**src/rtl/antilog_decode_pkg.sv**
```systemverilog
// Shared widths and constants for the antilog decode stage of the log-domain multiplier.
package antilog_decode_pkg;
  localparam int CHAR_W   = 5;
  localparam int FRAC_W   = 15;
  localparam int PROD_W   = 32;
  localparam int CHAR_SAT = 31;
  localparam int ONEHOT_W = CHAR_SAT;
  localparam int V_W      = FRAC_W + 1;
  // Widest shifted mantissa: V << 30 needs V_W + 30 bits; one spare keeps the slice aligned.
  localparam int SHIFT_W  = V_W + CHAR_SAT;

  localparam logic [PROD_W-1:0] SAT_VAL = 32'hFFFF_FFFF;

  typedef struct packed {
    logic [ONEHOT_W-1:0] sel;
    logic [FRAC_W-1:0]   frac;
    logic                zero;
    logic                sat;
  } s1_t;
endpackage

```
**src/rtl/antilog_decode_char_decode.sv**
```systemverilog
// Characteristic code to one-hot shift select; code 31 decodes to all-zero.
module char_decode
  import antilog_decode_pkg::*;
(
  input  logic [CHAR_W-1:0]   code,
  output logic [ONEHOT_W-1:0] onehot
);
  always_comb begin
    onehot = '0;
    for (int k = 0; k < ONEHOT_W; k++)
      onehot[k] = (code == CHAR_W'(k));
  end
endmodule

```
**src/rtl/antilog_decode.sv**
```systemverilog
// Two-stage antilog: S1 decodes characteristic to one-hot, S2 shifts {1,frac} into the product.
module antilog_decode
  import antilog_decode_pkg::*;
#(
  parameter bit SAT_EN = 1'b1
) (
  input  logic              clk,
  input  logic              rst_n,
  input  logic              in_valid,
  output logic              in_ready,
  input  logic [CHAR_W-1:0] in_char,
  input  logic [FRAC_W-1:0] in_frac,
  input  logic              in_zero,
  output logic              out_valid,
  input  logic              out_ready,
  output logic [PROD_W-1:0] out_prod,
  output logic              out_sat
);
  s1_t                 s1;
  logic                s1_valid, s2_valid, s2_adv;
  logic [ONEHOT_W-1:0] sel_d;
  logic [SHIFT_W-1:0]  acc;
  logic [PROD_W-1:0]   prod_d;
  logic                sat_d;

  char_decode u_dec (.code(in_char), .onehot(sel_d));

  assign s2_adv    = !s2_valid || out_ready;
  assign in_ready  = !s1_valid || s2_adv;
  assign out_valid = s2_valid;

  // One-hot select makes the barrel shift an AND-OR tree; dropping the low FRAC_W bits truncates.
  always_comb begin
    acc = '0;
    for (int k = 0; k < ONEHOT_W; k++)
      if (s1.sel[k]) acc = acc | (SHIFT_W'({1'b1, s1.frac}) << k);
  end

  always_comb begin
    prod_d = acc[FRAC_W +: PROD_W];
    sat_d  = 1'b0;
    if (s1.zero) begin
      prod_d = '0;
    end else if (s1.sat) begin
      prod_d = SAT_VAL;
      sat_d  = 1'b1;
    end
  end

  always_ff @(posedge clk) begin
    if (!rst_n) begin
      s1_valid <= 1'b0;
      s2_valid <= 1'b0;
      s1       <= '0;
      out_prod <= '0;
      out_sat  <= 1'b0;
    end else begin
      if (in_ready) begin
        s1_valid <= in_valid;
        if (in_valid) begin
          s1.sel  <= sel_d;
          s1.frac <= in_frac;
          s1.zero <= in_zero;
          s1.sat  <= SAT_EN && !in_zero && (in_char == CHAR_W'(CHAR_SAT));
        end
      end
      if (s2_adv) begin
        s2_valid <= s1_valid;
        if (s1_valid) begin
          out_prod <= prod_d;
          out_sat  <= sat_d;
        end
      end
    end
  end
endmodule

```
**config.mk**
```make
export PLATFORM = sky130hd
export DESIGN_NAME = antilog_decode
export DESIGN_NICKNAME = d
export VERILOG_FILES = /design/src/rtl/antilog_decode_pkg.sv /design/src/rtl/antilog_decode_char_decode.sv /design/src/rtl/antilog_decode.sv
export SDC_FILE = /design/constraint.sdc
export NUM_CORES = 1
export LEC_CHECK = 0
export CAP_MARGIN = 20
export CORE_UTILIZATION = 63
export CTS_BUF_LIST = sky130_fd_sc_hd__clkbuf_4 sky130_fd_sc_hd__clkbuf_8
export DETAILED_ROUTE_END_ITERATION = 8
export HOLD_SLACK_MARGIN = 0.06
export PLACE_DENSITY = 0.92
export SLEW_MARGIN = 20
export SYNTH_ARGS = -nofsm -noshare
export SYNTH_HDL_FRONTEND = slang
export SYNTH_SLANG_ARGS = --single-unit
```
**constraint.sdc**
```tcl
create_clock -name clk -period 4.7 [get_ports clk]
set_clock_uncertainty 0.2 [all_clocks]
set_input_delay 1.175 -clock clk [delete_from_list [all_inputs] [get_ports clk]]
set_output_delay 1.175 -clock clk [all_outputs]
set_load 0.01 [all_outputs]
```
==> results by stage <==
Power and ir drop:
- The power share of the combinational group is 0.082.
- The areal power density over the cells is 246 nW/um2.
- The switching share of total power is 0.275.
- The analysis attributes to net switching a power of a little under 0.4 mW.
- Summing internal, switching and leakage power gives about 1.4 mW.
- The share of total power dissipated in the clock network is 0.366.
- The worst-case IR drop observed on VDD is 0.216 mV.
- For this design the static power due to leakage is about 1.9 nW.
- The cell internal power dissipation is between 1 and 1.5 mW.
- The share of total power dissipated in sequential elements is 0.552.

STA:
- Setup repair after global routing left no endpoint under its margin.
- The post-layout worst setup margin is around 0.97 ns.
- The slew at the pin closest to its max-slew limit is about 1.2 ns.
- Of the available clock period, the critical path in the final layout requires 0.793.
- The worst relative slew slack is 0.223.
- The final-report hold violation count is 0.
- The count of final max-slew check failures was 0.
- The final number of setup-violating endpoints is 0.
- After routing, the total negative slack on setup checks comes to 0 ns.
- The minimum period implied by the final worst setup slack is between 3 and 4 ns.
- The highest attainable clock frequency is roughly 0.27 GHz.

Placement:
- The number of buffers inserted by port buffering is 59.
- The detailed placer's ending HPWL is 9070 um.
- The cell count after placement is between 600 and 700.
- Prior to clock tree synthesis, the placed netlist has a worst setup slack of roughly 0.97 ns.
- The weighted congestion at the end of routability-driven global placement is about 0.87.

Clock network:
- The H-tree was split into 3 levels.
- The root buffer selected by CTS is sky130_fd_sc_hd__clkbuf_8.
- In this run the deepest clock path goes through 2 buffers.
- TritonCTS created 9 clock buffers.
- For the worst-skew pair, the clock arrives at the later sink with an insertion delay of about 0.36 ns.
- The total clock sinks is between 80 and 90.
- The count of cells resized by post-cts repair is 0.
- The number of setup buffers added after CTS is 0.
- The clock transition at the registers of the reported paths is around 0.080 ns.
- The TritonCTS clock tree is done.
- In this run, post-CTS hold repair placed 0 buffers.

Cells and area:
- Of the cells placed in the final design, the portion with a size suffix greater than 1 is 0.0424.
- The most common cell after layout, fill and taps aside is sky130_fd_sc_hd__a22o_1.
- The count of antenna diodes in the layout is 0.
- The area growth from synthesis to layout is 8.55%.
- Leaving out fill and tap cells, the most frequent cells in the layout are sky130_fd_sc_hd__a22o_1, sky130_fd_sc_hd__dfxtp_1, sky130_fd_sc_hd__nand2_1.
- Once layout is complete, the cells apart from fillers number 691.
- The final layout contains 610 nets.

Outcome:
- The run finished, with violations left.
- The final reports fail on design-rule violations.

Floorplan:
- The floorplan row count is 32.
- The number of top-level pins is 60.
- The die boundary width is roughly 93 um.
- The starting utilization of the core area is 0.666.
- The region available for standard cell placement spans 7890 um2.
- The die extent in y is just over 90 um.
- The die covers about 8700 um2.

Detailed routing:
- Dividing the detail-routed via count by the number of cells gives between 7 and 8.
- The mean routed wirelength per cell is roughly 22 um.
- In the routed design, unresolved DRC markers number 16.
- The starting DRC count in detailed routing is roughly 1300.
- The routed metal-1 wire length is 5930 um.
- The routed design uses around 2100 um of met3 wire.
- The routed length on met2 is ~6500 um.
- The via count is about 5400.
- The post-route antenna net violation count is 0.
- The top layer used by detailed routing is met4.
- The number of detailed-route iterations in the first pass is 9.
- The final layout contains routed wiring with a total length of around 15000 um.

Logic synthesis:
- The number of distinct library cells after synthesis is 40.
- The number of enable-type register cells in the synthesized netlist is 0.
- Counting every instance in the synthesized netlist gives between 600 and 700.
- In the post-synthesis netlist, the biggest area contributors are sky130_fd_sc_hd__dfxtp_1, sky130_fd_sc_hd__a22o_1, sky130_fd_sc_hd__a221oi_1, sky130_fd_sc_hd__nand2_1, sky130_fd_sc_hd__a21boi_1.
- The Yosys step of the flow raised 0 warnings.
- The synthesized netlist net count is 642.
- The share of synthesized area in the top cell type comes to 0.313.
- Of all flip-flops after synthesis, the portion carrying an async set or reset was 0.
- The library cell occupying the most area in the post-synthesis netlist is sky130_fd_sc_hd__dfxtp_1.
- In this run the cell area of the synthesized design comes to between 5000 and 6000 um2.
- The most used flip-flop cell after synthesis is sky130_fd_sc_hd__dfxtp_1.
- The average footprint of a synthesized cell is roughly 8.5 um2.
- The flop and latch count out of synthesis is 82.
- The sequential area share after synthesis is 0.313.

GRT:
- The via count of the first global-routing pass is between 4000 and 5000.
- In the global route stage, overall resource usage came out at 0.352.
- The total overflow left after global routing is 0.
- Entering global routing, the biggest net connects 81 pins.
- The first global-routing pass estimated 24600 um of wire.
- The initial antenna violation count is 0.

Worst setup path:
- Data arrives at the worst endpoint at about 2.4 ns.
- The worst path required time is 3.32 ns.
- The worst setup path is of the in -> out kind.
- The top fanout value on the critical path is 3.
- The endpoint class of the critical path is an output pin.
- The kind of launch point of the worst setup path is an input port.

Worst hold path:
- In this run the worst hold path is classified as reg -> reg.

Flow run:
- The number of maximum-capacitance constraint violations is 0.
flip-flops by register name (all words and copies together) (netlist names):
name and cells:
out_valid 1, s1 48, s1_valid 1, out_prod 32
power by group through the flow:
stage          sequential, mW  clock, mW  combinational, mW
2_1_floorplan           0.732          0              0.119
3_3_place_gp            0.782          0              0.110
3_5_place_dp            0.784          0              0.114
4_1_cts                 0.767      0.516              0.114
5_1_grt                 0.774      0.545              0.127
6_report                0.775      0.514              0.115
critical path, stage by stage:
cell                              delay, ns
sky130_fd_sc_hd__clkdlybuf4s50_1       0.48
sky130_fd_sc_hd__nand3b_4              0.15
sky130_fd_sc_hd__clkdlybuf4s50_1       0.54
worst paths after layout:
kind	from	endpoint	slack, ns	cells past startpoint
worst max-delay path	out_ready	in_ready	0.97	3
worst max register to register	s1[14]$_SDFFE_PN0P_	out_prod[27]$_SDFFE_PN0P_	2.53	4
worst min-delay path	out_prod[30]$_SDFFE_PN0P_	out_prod[30]$_SDFFE_PN0P_	0.27	2
worst min register to register	out_prod[30]$_SDFFE_PN0P_	out_prod[30]$_SDFFE_PN0P_	0.27	2
logic make-up (layout without fill, tap and decap cells):
logic type	Yosys count	in the layout	synth area share
AO/OA/AOI/OAI	267	267	0.425
flip-flops	82	82	0.313
buffers and inverters	107	79	0.0946
multiplexers	1	1	0.00191
AND/OR/NAND/NOR	160	160	0.166
through the flow:
step                 util  hold WS [ns]  cell area [um2]
finish              0.723         0.270             5700
global route        0.723         0.296             5700
CTS                 0.723         0.270             5700
detailed placement  0.698         0.258             5510
global placement    0.698         0.243             5510
floorplan               -         0.227             5250
layout make-up:
cell class                 instances  area (um2)
clock buffer                      11         139
clock inverter                     4        53.8
fill                             612        2190
inverter                           1        3.75
multi-input combinational        428        3110
sequential                        82        1640
tap                              102         128
timing repair buffer              63         621
cell usage after synthesis, types with 2 or more instances:
| library cell | n |
|---|---|
| sky130_fd_sc_hd__buf_1 | 5 |
| sky130_fd_sc_hd__or4_1 | 8 |
| sky130_fd_sc_hd__or3_1 | 26 |
| sky130_fd_sc_hd__dfxtp_1 | 82 |
| sky130_fd_sc_hd__nand2_1 | 71 |
| sky130_fd_sc_hd__nand3b_1 | 2 |
| sky130_fd_sc_hd__nand3_1 | 7 |
| sky130_fd_sc_hd__a21boi_0 | 17 |
| sky130_fd_sc_hd__a21boi_1 | 35 |
| sky130_fd_sc_hd__or2_1 | 3 |
| sky130_fd_sc_hd__a22o_1 | 99 |
| sky130_fd_sc_hd__a22oi_1 | 23 |
| sky130_fd_sc_hd__nor2b_1 | 3 |
| sky130_fd_sc_hd__and2_1 | 2 |
| sky130_fd_sc_hd__o21a_1 | 2 |
| sky130_fd_sc_hd__a222oi_1 | 6 |
| sky130_fd_sc_hd__nand4_1 | 20 |
| sky130_fd_sc_hd__a2111oi_0 | 19 |
| sky130_fd_sc_hd__and4_1 | 2 |
| sky130_fd_sc_hd__a221oi_1 | 54 |
| sky130_fd_sc_hd__clkbuf_1 | 57 |
| sky130_fd_sc_hd__buf_6 | 4 |
| sky130_fd_sc_hd__nand2b_1 | 4 |
| sky130_fd_sc_hd__nor2_1 | 3 |
| sky130_fd_sc_hd__buf_4 | 6 |
| sky130_fd_sc_hd__buf_2 | 34 |
| sky130_fd_sc_hd__a211oi_1 | 10 |
routing by layer:
layer,up-vias,GRT usage
met5,-,0
met4,0,0.150
met3,128,0.0854
met2,485,0.531
met1,2447,0.478
li1,2371,-
Power figures use the tool's default switching activity.
